$ cat config.mk
export PLATFORM = sky130hd
export DESIGN_NAME = uart_value_formatter
export DESIGN_NICKNAME = d
export VERILOG_FILES = /design/src/rtl/uart_value_formatter.sv
export SDC_FILE = /design/constraint.sdc
export NUM_CORES = 1
export LEC_CHECK = 0
export ABC_AREA = 1
export BUFFER_PORTS_ARGS = -buffer_cell sky130_fd_sc_hd__buf_4
export CAP_MARGIN = 30
export CELL_PAD_IN_SITES_DETAIL_PLACEMENT = 1
export CELL_PAD_IN_SITES_GLOBAL_PLACEMENT = 2
export CORE_AREA = 2 2 426 428
export CTS_CLUSTER_DIAMETER = 30
export DETAILED_ROUTE_END_ITERATION = 8
export DIE_AREA = 0 0 428 430
export GPL_TIMING_DRIVEN = 0
export HOLD_SLACK_MARGIN = 0.06
export PLACE_DENSITY_LB_ADDON = 0.1
export SYNTH_ARGS = -nofsm -noshare
export SYNTH_HDL_FRONTEND = slang
export SYNTH_SLANG_ARGS = --single-unit
export TNS_END_PERCENT = 1
$ cat constraint.sdc
create_clock -name sys_clk -period 3.75 [get_ports sys_clk]
set_input_delay 0.1875 -clock sys_clk [delete_from_list [all_inputs] [get_ports sys_clk]]
set_output_delay 0.1875 -clock sys_clk [all_outputs]
set_load 0.05 [all_outputs]
$ cat src/rtl/uart_value_formatter.sv
// uart_value_formatter: formats "<tag>=<decimal value>" into a byte string and
// hands it to a string transmitter via a tx_req/tx_busy/tx_done handshake.
//
// Ports:
//   sys_clk, sys_rst_n        clock, asynchronous active-low reset
//   value_in[31:0], tag_in    value and ASCII label, sampled when fmt_req is accepted
//   fmt_req                   start request (honoured only when idle)
//   fmt_busy, fmt_done        formatter busy level / completion pulse
//   tx_string[1023:0]         message bytes, byte k at [8k+7:8k], byte 0 sent first
//   tx_length[7:0]            number of valid message bytes (3..12)
//   tx_req                    one-cycle send request to the transmitter
//   tx_busy, tx_done          transmitter busy level / completion pulse
module uart_value_formatter (
   input  logic          sys_clk,
   input  logic          sys_rst_n,
   input  logic [31:0]   value_in,
   input  logic [7:0]    tag_in,
   input  logic          fmt_req,
   output logic          fmt_busy,
   output logic          fmt_done,
   output logic [1023:0] tx_string,
   output logic [7:0]    tx_length,
   output logic          tx_req,
   input  logic          tx_busy,
   input  logic          tx_done
);

   localparam int unsigned VAL_W = 32;
   localparam int unsigned STR_W = 1024;
   localparam int unsigned LEN_W = 8;
   localparam int unsigned IDX_W = 4;
   localparam int unsigned DIG_W = 4;

   typedef enum logic [2:0] {
      ST_IDLE,
      ST_CONV,
      ST_SEND,
      ST_WAIT,
      ST_DONE
   } state_t;

   state_t             state_q, state_d;
   logic [VAL_W-1:0]   rem_q, rem_d;
   logic [IDX_W-1:0]   pow_idx_q, pow_idx_d;
   logic [DIG_W-1:0]   digit_q, digit_d;
   logic               started_q, started_d;
   logic [STR_W-1:0]   tx_string_q, tx_string_d;
   logic [LEN_W-1:0]   tx_length_q, tx_length_d;
   logic               tx_req_q, tx_req_d;
   logic               fmt_busy_q, fmt_busy_d;
   logic               fmt_done_q, fmt_done_d;
   logic [VAL_W-1:0]   pow_val;

   // 32-bit decimal place weights; 10^9 is the largest that fits
   function automatic logic [VAL_W-1:0] pow10(input logic [IDX_W-1:0] idx);
      case (idx)
         4'd0:    pow10 = 32'd1;
         4'd1:    pow10 = 32'd10;
         4'd2:    pow10 = 32'd100;
         4'd3:    pow10 = 32'd1000;
         4'd4:    pow10 = 32'd10000;
         4'd5:    pow10 = 32'd100000;
         4'd6:    pow10 = 32'd1000000;
         4'd7:    pow10 = 32'd10000000;
         4'd8:    pow10 = 32'd100000000;
         4'd9:    pow10 = 32'd1000000000;
         default: pow10 = 32'd1;
      endcase
   endfunction

   // Next-state and registered-output logic
   always_comb begin
      state_d     = state_q;
      rem_d       = rem_q;
      pow_idx_d   = pow_idx_q;
      digit_d     = digit_q;
      started_d   = started_q;
      tx_string_d = tx_string_q;
      tx_length_d = tx_length_q;
      tx_req_d    = 1'b0;
      fmt_done_d  = 1'b0;
      pow_val     = pow10(pow_idx_q);

      case (state_q)
         ST_IDLE: begin
            if (fmt_req) begin
               rem_d              = value_in;
               tx_string_d        = '0;
               tx_string_d[7:0]   = tag_in;
               tx_string_d[15:8]  = 8'h3D;
               tx_length_d        = 8'd2;
               pow_idx_d          = 4'd9;
               digit_d            = '0;
               started_d          = 1'b0;
               state_d            = ST_CONV;
            end
         end
         ST_CONV: begin
            // Repeated subtraction: one subtraction per cycle, then one
            // cycle per decimal place to emit the digit and move down.
            if (rem_q >= pow_val) begin
               rem_d   = rem_q - pow_val;
               digit_d = digit_q + 4'd1;
            end else begin
               // Suppress leading zeros, but always emit the units digit
               if ((digit_q != '0) || started_q || (pow_idx_q == '0)) begin
                  tx_string_d[{tx_length_q[6:0], 3'b000} +: 8] = 8'h30 + 8'(digit_q);
                  tx_length_d = tx_length_q + 8'd1;
                  started_d   = 1'b1;
               end
               digit_d = '0;
               if (pow_idx_q == '0) begin
                  state_d = ST_SEND;
               end else begin
                  pow_idx_d = pow_idx_q - 4'd1;
               end
            end
         end
         ST_SEND: begin
            if (!tx_busy) begin
               tx_req_d = 1'b1;
               state_d  = ST_WAIT;
            end
         end
         ST_WAIT: begin
            if (tx_done) begin
               fmt_done_d = 1'b1;
               state_d    = ST_DONE;
            end
         end
         ST_DONE: begin
            state_d = ST_IDLE;
         end
         default: begin
            state_d = ST_IDLE;
         end
      endcase

      fmt_busy_d = (state_d != ST_IDLE);
   end

   // State and output registers
   always_ff @(posedge sys_clk or negedge sys_rst_n) begin
      if (!sys_rst_n) begin
         state_q     <= ST_IDLE;
         rem_q       <= '0;
         pow_idx_q   <= '0;
         digit_q     <= '0;
         started_q   <= 1'b0;
         tx_string_q <= '0;
         tx_length_q <= '0;
         tx_req_q    <= 1'b0;
         fmt_busy_q  <= 1'b0;
         fmt_done_q  <= 1'b0;
      end else begin
         state_q     <= state_d;
         rem_q       <= rem_d;
         pow_idx_q   <= pow_idx_d;
         digit_q     <= digit_d;
         started_q   <= started_d;
         tx_string_q <= tx_string_d;
         tx_length_q <= tx_length_d;
         tx_req_q    <= tx_req_d;
         fmt_busy_q  <= fmt_busy_d;
         fmt_done_q  <= fmt_done_d;
      end
   end

   assign tx_string = tx_string_q;
   assign tx_length = tx_length_q;
   assign tx_req    = tx_req_q;
   assign fmt_busy  = fmt_busy_q;
   assign fmt_done  = fmt_done_q;

endmodule

==> After elaboration in Yosys (flattened, before gate mapping) <==
Memories as Yosys holds them, arrays and structs flattened.
Index checks and enable logic that the tools add are counted.
Widths: inputs -> output; s select.
{ "classes": {"addsub": 6, "n_lt_le_gt_ge": 1, "eq_ne": 8, "shifts": 2, "mux": 33, "reduce_logical": 11} }
{ "op_table": {"columns": ["operator", "count"], "rows": [
  ["$mux 1024", 3],
  ["$pmux 1024 s2", 1],
  ["$bwmux 1024", 1],
  ["$shift 8x12->1024 const A", 1],
  ["$shiftx 8x12->1024", 1],
  ["$mux 32", 2],
  ["$pmux 32 s2", 1],
  ["$ge 32x32->1", 1],
  ["$sub 32x32->32", 1],
  ["$mux 8", 3],
  ["$mux 4", 5],
  ["$pmux 4 s2", 2],
  ["$pmux 8 s2", 1],
  ["$mux 3", 5],
  ["$neg 10->12", 1],
  ["$pmux 3 s4", 1],
  ["$ne 2x2->1 const B", 5],
  ["$add 8x1->8 const B", 1],
  ["$reduce_and 4->1", 2],
  ["$add 6x4->7 const A", 1],
  ["$mux 1", 7],
  ["$eq 3x2->1 const B", 2],
  ["$add 4x1->4 const B", 1],
  ["$logic_not 4->1", 1],
  ["10 further kinds", 11]
]} }
{ "totals": {"reg_bits": 1079, "romBits": 480, "input_bits": 45, "out_inout_bits": 1035, "word_cells": 72, "n_memories": 1} }
{ "memory_table": {"columns": ["name", "depth", "width", "read_ports", "rd_ports_with_merged_regs", "write_ports", "line_no", "source"], "rows": [
  ["(name not given)", 16, 30, 1, 0, 0, "56", "case (idx)"]
]} }

==> Logic depth before layout (Yosys ltp) <==
Gate-level depths: netlist of run 1.
{ "depth": {"word_depth": 6, "ltp_mapped": 24, "depth_no_buf": 22} }

==> Worst setup path after synthesis of run 1 <==
No wires, ideal clock.
{ "synth_path": {"path_kind": "reg-to-reg", "startpoint": "register pow_idx_q[0]", "endpoint": "register tx_string_q[581] (netlist: tx_string[581])", "setup_ns": 0.118, "arrival_ns": 3.007, "t_required_ns": 3.632, "slack_ns": 0.626, "stages_incl_launch_ff": 25, "n_path_buf": 2, "synth_period_minus_slack_ns": 3.124, "cell_sequence": "dfrtp_1 inv_1 ha_1 nand2_1 nor2_1 inv_1 nand2_1 ha_1 fa_1 inv_1 nand2_1 nand2_1 nand3b_1 nand2_1 nand2_1 nand3_1 nand2_1 nand2_2 inv_1 nand4_2 inv_2 buf_4 buf_4 nand2_1 nand2_1"} }
{ "synth_via": {"elab_chain_len": 4, "elab_cells_between_ends": 7, "cone_classes": "order compare: 1; eq/ne: 2; reduce/logical: 3; memory: 1"} }
{ "synth_rtl": {"columns": ["item", "line_no", "source"], "rows": [
  ["start: declaration", "44", "logic [IDX_W-1:0] pow_idx_q, pow_idx_d;"],
  ["start signal: assignment", "158", "pow_idx_q <= pow_idx_d;"],
  ["$mem_v2 16x30 / $logic_not 4->1 (equally long branches)", null, null],
  ["$ge 32x32->1 / $logic_or 1x1->1 (equally long branches)", "101, 106", null],
  ["$ne 2x2->1 (no source line)", null, null],
  ["$reduce_and 4->1 (no source line) (*)", null, null],
  ["end signal: assignment", "161", "tx_string_q <= tx_string_d;"],
  ["end: declaration", "47", "logic [STR_W-1:0] tx_string_q, tx_string_d;"]
]} }
Mark *: on every way between the ends. The rest lies on a longest branch, timed or not.
A chain may end at the register's enable or synchronous reset.

==> Worst setup path in the final report of run 1 <==
{ "layout_path": {"startpoint": "register tx_length_q[0] (netlist: tx_length[0])", "endpoint": "register tx_string_q[259] (netlist: tx_string[259])"} }
{ "layout_via": {"elab_chain_len": 6, "elab_cells_between_ends": 7, "cone_classes": "add/sub: 1; shift: 2; mux: 4"} }
{ "layout_rtl": {"columns": ["item", "line_no", "source"], "rows": [
  ["start: declaration", "48", "logic [LEN_W-1:0] tx_length_q, tx_length_d;"],
  ["start signal: assignment", "162", "tx_length_q <= tx_length_d;"],
  ["$neg 10->12 (*)", "107", "tx_string_d[{tx_length_q[6:0], 3'b000} +: 8] = 8'h30 + 8'(digit_q);"],
  ["$shiftx 8x12->1024 / $shift 8x12->1024 (equally long branches)", "107", null],
  ["$bwmux 1024 (*)", "107", null],
  ["$mux 1024 (*)", "106", "if ((digit_q != '0) || started_q || (pow_idx_q == '0)) begin"],
  ["$mux 1024 (*)", "101", "if (rem_q >= pow_val) begin"],
  ["$pmux 1024 s2 (*)", "84", "case (state_q)"]
]} }
Mark *: on every way between the ends. The rest lies on a longest branch, timed or not. The select of a mux whose other input is x is not followed.

==> impl_metrics.ini, run 1 <==
[timing]
grt_setup_unrepaired = yes
min_period_over_period_pct = 101
period_minus_slack_ps = 3790
clock_skew_ps = 72.4
fin_setup_tns_ps = -39.0
finalHoldViolCount = 0
setup_slack_ps = -39.0
max_slew_margin_pct = 28.2
tightestPinTransition_ps = 1080
finalMaxSlewViolations = 0
finalSetupViolations = 1
fmaxAchievable_mhz = 264

[floorplan]
row_count = 156
die_width_um = 428
core_um2 = 180000
io_pins = 1080
dieHeight_um = 430
die_area_um2 = 184000
floorplan.initialDensity_pct = 23.5

[outcome]
violations = negative setup slack
status = finished with violations

[yosys]
postSynthAreaPerCell_um2 = 7.18
synthDistinctLibCells = 47
synth_area_um2 = 42300
ys.flop_type = dfrtp_1
synthArstFlopShare_pct = 100
synth_edf_count = 0
ys_ff_latch = 698
synth_seq_area_share_pct = 41.3
ys_warn_count = 0
synth_cells = 5892

[critical_path]
endpoint = tx_string[259]
crit_required_ps = 4540
endpoint_kind = flip-flop
crit_type = reg2reg
startpoint = tx_length[0]
crit_arrival_ps = 4580
r2r_end = tx_string[259]
r2r_setup_slack_ps = -40
r2r.worst_path.cells = 13
crit_fanout = 11
regToRegStartpoint = tx_length[0]
start_kind = flip-flop

[clock_network]
cts.path.max_buffers = 3
cts-root-buf = clkbuf_16
cts.sinks = 698
cts-buffers-inserted = 220
insertion_delay_ps = 860
cts_tree = yes
clkTransAtPathRegs_ps = 40
htree_levels = 4

[final_layout]
nets = 7465
areaGrowthSynthToFinish_pct = 49.4
fin_util_pct = 35.2
final_cell_count_no_fill = 9933
final_common_cell = nand2_1
drive_gt1_share_pct = 28.0
final_cell_mix = nand2_1, buf_4, dfrtp_1
fillers = 21800
final_cell_area_um2 = 63200

[route]
antenna_left = 0
drt_iter0_markers = 4056
drc = 0
vias = 48700
viasPerCell = 4.91
routedWlPerCell_um = 29.0
firstDrtPassIters = 5
totalWireLength_um = 288000

[placement]
hpwl_um = 225000
gp_congestion = 0.933
place_inst = 9395
io_buffers = 825
placed_area_um2 = 53500

[grt]
grt-ovfl-total = 0
grt_pass1_vias = 48600
grt_max_degree = 110
use_met1_pct = 37.7
grt_antenna_before_repair = 12
gr-usage-met3_pct = 6.39
met2_usage_pct = 48.0
grt_first_pass_wirelength_um = 391000
grt_usage_pct = 30.2
busiest_layer = met2

[power_and_ir_drop]
ir_drop_uv = 696
power_density_nw_per_um2 = 1070
p_leak_uw = 0.0336

[worst_hold_path]
min_path_type = in2reg

[run]
max_cap_violations = 0
==> Yosys cell counts, types with 43 or more instances <==
cell type	instances	area [um2]
nand2_1	2349	8820
dfrtp_1	698	17500
buf_4	414	3110
nand4_1	411	2570
inv_1	335	1260
nor2_1	309	1160
nor4_1	307	1920
nand3_1	235	1180
clkbuf_1	178	668
nor3_1	160	801
buf_2	98	490
nor2_2	75	469
a21oi_1	54	270
ha_1	44	551
o21ai_0	43	215
==> kinds of logic (layout without fill, tap and decap cells) <==
kind of cell             after synthesis  after routing  synth area share [%]
AND/OR/NAND/NOR                     3911           3911                  41.4
buffers and inverters               1085           2500                  13.8
flip-flops                           698            698                  41.3
AO/OA/AOI/OAI                        133            133                  1.81
adder cells (fa/ha/maj)               45             45                  1.35
XOR/XNOR                              19             19                 0.393
other                                  1            257               0.00886
==> sequential cells by signal, summed over array words and instances, names as in the netlist <==
| register | count |
|---|---|
| tx_string | 643 |
| rem_q | 32 |
| tx_length | 8 |
| digit_q | 4 |
| pow_idx_q | 4 |
| state_q | 3 |
| fmt_busy | 1 |
| fmt_done | 1 |
| started_q | 1 |
| tx_req | 1 |
==> worst max-delay path, stage by stage (launching register included) <==
cell and delay (ps):
dfrtp_1 570, inv_2 70, buf_4 200, ha_1 250, nand2_2 100, nor2_2 50
nand3_1 180, nand2_1 150, buf_4 220, clkbuf_4 370, clkdlybuf4s15_2 500, nor4_1 770
nand4_1 180, nand2_1 90
==> report_power, final <==
part           internal, uW  leakage [uW]  switching [uW]  total [uW]
Clock                 13200       0.00373            5990       19200
Combinational          9530        0.0203           29600       39100
Sequential             8430       0.00963            1050        9480
==> stage by stage <==
stage / hold WS, ps / worst slack (ps) / total power (uW)
finish: 148 / -39.0 / 67800
global route: 128 / -81.7 / 69800
CTS: 91.3 / -31.0 / 65800
detailed placement: 307 / -924 / 44900
global placement: 362 / -6630 / 43800
floorplan: -108 / 626 / 28500
==> cell type report <==
type                       instances  area, um2  share of cell area [%]
clock buffer                     307       6310                    9.99
sequential                       698      17500                    27.6
tap                             2370       2970                    4.69
inverter                         359       1360                    2.16
buffer                           725       4900                    7.75
clock inverter                   100       1420                    2.25
multi-input combinational       4362      20300                    32.1
timing repair buffer            1009       8490                    13.4
antenna                            3       7.51                  0.0119
==> what timing repair did <==
action | CTS | global route
resized for setup | 133 | 80
setup endpoints to repair | 693 | 680
hold endpoints to repair | 192 | 0
hold buffers | 48 | 0
cloned | 1 | 3
setup buffers | 47 | 27
pin swaps | 39 | 25
==> worst min path at each step <==
stage	startpoint	endpoint	cells past startpoint
after floorplan	sys_rst_n	digit_q[0]	0
after global placement	tx_busy	tx_req	2
after detailed placement	sys_rst_n	rem_q[28]	1
after CTS	tag_in[4]	tx_string[4]	4
after global routing	tag_in[4]	tx_string[4]	4
final	tag_in[4]	tx_string[4]	4
==> routing by layer <==
| layer | vias up | wire length, um | share of wire [%] |
|---|---|---|---|
| met4 | 6 | 18500 | 6.4 |
| met3 | 561 | 19900 | 6.9 |
| li1 | 21800 | - | - |
| met5 | - | 36 | 0.012 |
| met2 | 2011 | 131000 | 45 |
| met1 | 24400 | 119000 | 41 |
No activity file was read; power rests on OpenSTA's default activity.
==> run 2, diff against run 1 <==
- ABC_AREA: 1 -> default
- CELL_PAD_IN_SITES_DETAIL_PLACEMENT: 1 -> default
- CELL_PAD_IN_SITES_GLOBAL_PLACEMENT: 2 -> default
- CORE_AREA: 2 2 426 428 -> 2 2 422 424
- DIE_AREA: 0 0 428 430 -> 0 0 424 426
- PLACE_DENSITY_LB_ADDON: 0.1 -> default
==> impl_metrics.ini, run 2 <==
[placement]
gp_congestion = 0.925
place_inst = 6934
pre_cts_ws_ps = -2150
hpwl_um = 165000
io_buffers = 825

[critical_path]
endpoint_kind = flip-flop
crit_arrival_ps = 4530
path_buf_inv = 7
crit_fanout = 10
slowest_delay_ps = 440
crit_type = reg2reg
cpLargestDelayFamily = buffers and inverters
crit_chain = clkbuf_8, nor2b_2, clkbuf_8, o21ai_0, ha_2, nand2_1, or3_4, a211oi_4, buf_6, o31ai_4, nand3_4, buf_12, buf_16, buf_16, nor3_4, nor2_4, buf_12, o2bb2ai_1
crit_required_ps = 4420
slowest_stage = dfrtp_2
start_kind = flip-flop

[yosys]
synthArstFlopShare_pct = 100
ys_warn_count = 0
synth_seq_area_share_pct = 53.4
yosysMostFrequentCell = dfrtp_1
yosys.area.top_type_share_pct = 53.4
synth_common_cells = dfrtp_1, o21ai_0, buf_4
ys_ff_latch = 698
postSynthAreaPerCell_um2 = 9.50
synthDistinctLibCells = 74
synth_area_leaders = dfrtp_1, o21ai_0, buf_4
synth_cells = 3441
synth_area_um2 = 32700
yosys.area.top_type = dfrtp_1
ys.flop_type = dfrtp_1
synth_edf_count = 0

[floorplan]
core_um2 = 176000
die_area_um2 = 181000
row_count = 154
floorplan.initialDensity_pct = 18.6
io_pins = 1080
dieHeight_um = 426
die_width_um = 424

[power_and_ir_drop]
pwr-share-comb_pct = 4.1
p_switching_uw = 5920
ir_drop_uv = 389
power_density_nw_per_um2 = 473
clockPowerShare_pct = 65.7
p_leak_uw = 0.0256
p_int_uw = 19100
seq_power_share_pct = 30.1
p_sw_share_pct = 23.6

[clock_network]
cts.path.max_buffers = 3
cts-root-buf = clkbuf_16
htree_levels = 4
clkTransAtPathRegs_ps = 50
cts_tree = yes
insertion_delay_ps = 830
cts.sinks = 698
cts-buffers-inserted = 174

[route]
drc = 0
viasPerCell = 4.58
totalWireLength_um = 209000
met2RoutedLength_um = 103000
met1Wirelength_um = 75000
drt_iter0_markers = 3282
vias = 33700
routedWlPerCell_um = 28.4
routed.top_layer = met5
met3_length_um = 15500
firstDrtPassIters = 6
antenna_left = 0

[worst_hold_path]
min_path_type = in2reg

[timing]
hold_ws_ps = 149
period_minus_slack_ps = 3860
finalSetupViolations = 32
finalHoldViolCount = 0
fmaxAchievable_mhz = 259
min_period_over_period_pct = 103
finalMaxSlewViolations = 0
setup_slack_ps = -107
max_slew_margin_pct = 26.6
clock_skew_ps = 73.5
grt_setup_unrepaired = yes
tightestPinTransition_ps = 1100

[final_layout]
largest_reg_flops = 643
multiInputGateArea_um2 = 13000
fillers = 18200
final_common_cell = buf_4
final_cell_mix = buf_4, dfrtp_1, o21ai_0
nets = 4961
areaGrowthSynthToFinish_pct = 62.1
drive_gt1_share_pct = 38.8
final_cell_count_no_fill = 7365
layout.area.seq_um2 = 17500

[grt]
grt_antenna_before_repair = 15
grt_max_degree = 119
grt_pass1_vias = 32100
grt_first_pass_wirelength_um = 274000
grt-ovfl-total = 0
grt_usage_pct = 22.1

[outcome]
violations = negative setup slack
status = finished with violations

[run]
max_cap_violations = 0
## run 2: final cells by class
cell class | instances | area share, %
Antenna cell | 12 | 0.0567
Clock inverter | 104 | 3.23
Multi-Input combinational cell | 2287 | 24.6
Clock buffer | 214 | 8.94
Buffer | 596 | 8.10
Inverter | 108 | 0.784
Sequential cell | 698 | 33.0
Timing Repair Buffer | 1006 | 15.8
Tap cell | 2340 | 5.52
## run 2: timing repair
action | in CTS | in global routing
gates cloned | 0 | 3
gates resized for setup | 295 | 222
pin swaps | 19 | 25
endpoints found under the hold margin | 222 | 0
setup endpoints to repair | 694 | 669
hold buffers | 47 | 0
setup buffers | 30 | 25
## run 2: routing by layer
metal / vias to the layer above / global-route usage, %
met5: - / 0
met4: 4 / 14.7
met3: 500 / 5.11
met2: 2055 / 37.9
met1: 16800 / 24.4
li1: 14300 / -
## run 2: worst reg2reg max path, cell delays in order (launching register included)
cell,delay (ps)
dfrtp_2,440
clkbuf_8,190
nor2b_2,160
clkbuf_8,170
o21ai_0,240
ha_2,360
nand2_1,100
or3_4,170
a211oi_4,50
buf_6,140
o31ai_4,410
nand3_4,160
buf_12,190
buf_16,180
buf_16,170
nor3_4,230
nor2_4,60
buf_12,190
o2bb2ai_1,130
## run 2: worst paths after layout
check	start	endpoint	slack, ps	cells after the start
min reg2reg	tx_string[931]	tx_string[931]	480	2
max reg2reg	pow_idx_q[2]	tx_string[979]	-110	18
max in group asynchronous	sys_rst_n	tx_string[553]	1950	5
min	tag_in[6]	tx_string[6]	150	3
max	pow_idx_q[2]	tx_string[979]	-110	18
min in group asynchronous	sys_rst_n	rem_q[30]	580	4
## run 2: logic make-up after synthesis
kind of cell / count (synthesis) / share of synthesized area (%)
other: 1 / 0.0115
buffers and inverters: 709 / 12.7
AOI/OAI and AO/OA: 1260 / 21.8
DFF: 698 / 53.4
and+or+nand+nor: 696 / 9.47
adders and majority gates: 45 / 1.74
xor gates and xnor gates: 26 / 0.696
muxes: 6 / 0.191
## run 2: per-stage QoR
step                      instance area [um2]  setup TNS, ps  total power [uW]  util [%]
after floorplan                         33600              0              8430         -
after global placement                  42800       -5059450              8630      24.3
after detailed placement                43900       -1039440              8650      25.0
after CTS                               52100          -8310             25200      29.6
after global routing                    53000         -47420             25700      30.1
final                                   53000          -1280             25100      30.2
## run 2: power groups by stage
stage	Sequential (uW)	Clock (uW)	Combinational, uW
finish	7560	16500	1040
global route	7550	17000	1100
floorplan	7670	0	759
detailed placement	7670	0	983
global placement	7670	0	954
CTS	7560	16600	1030
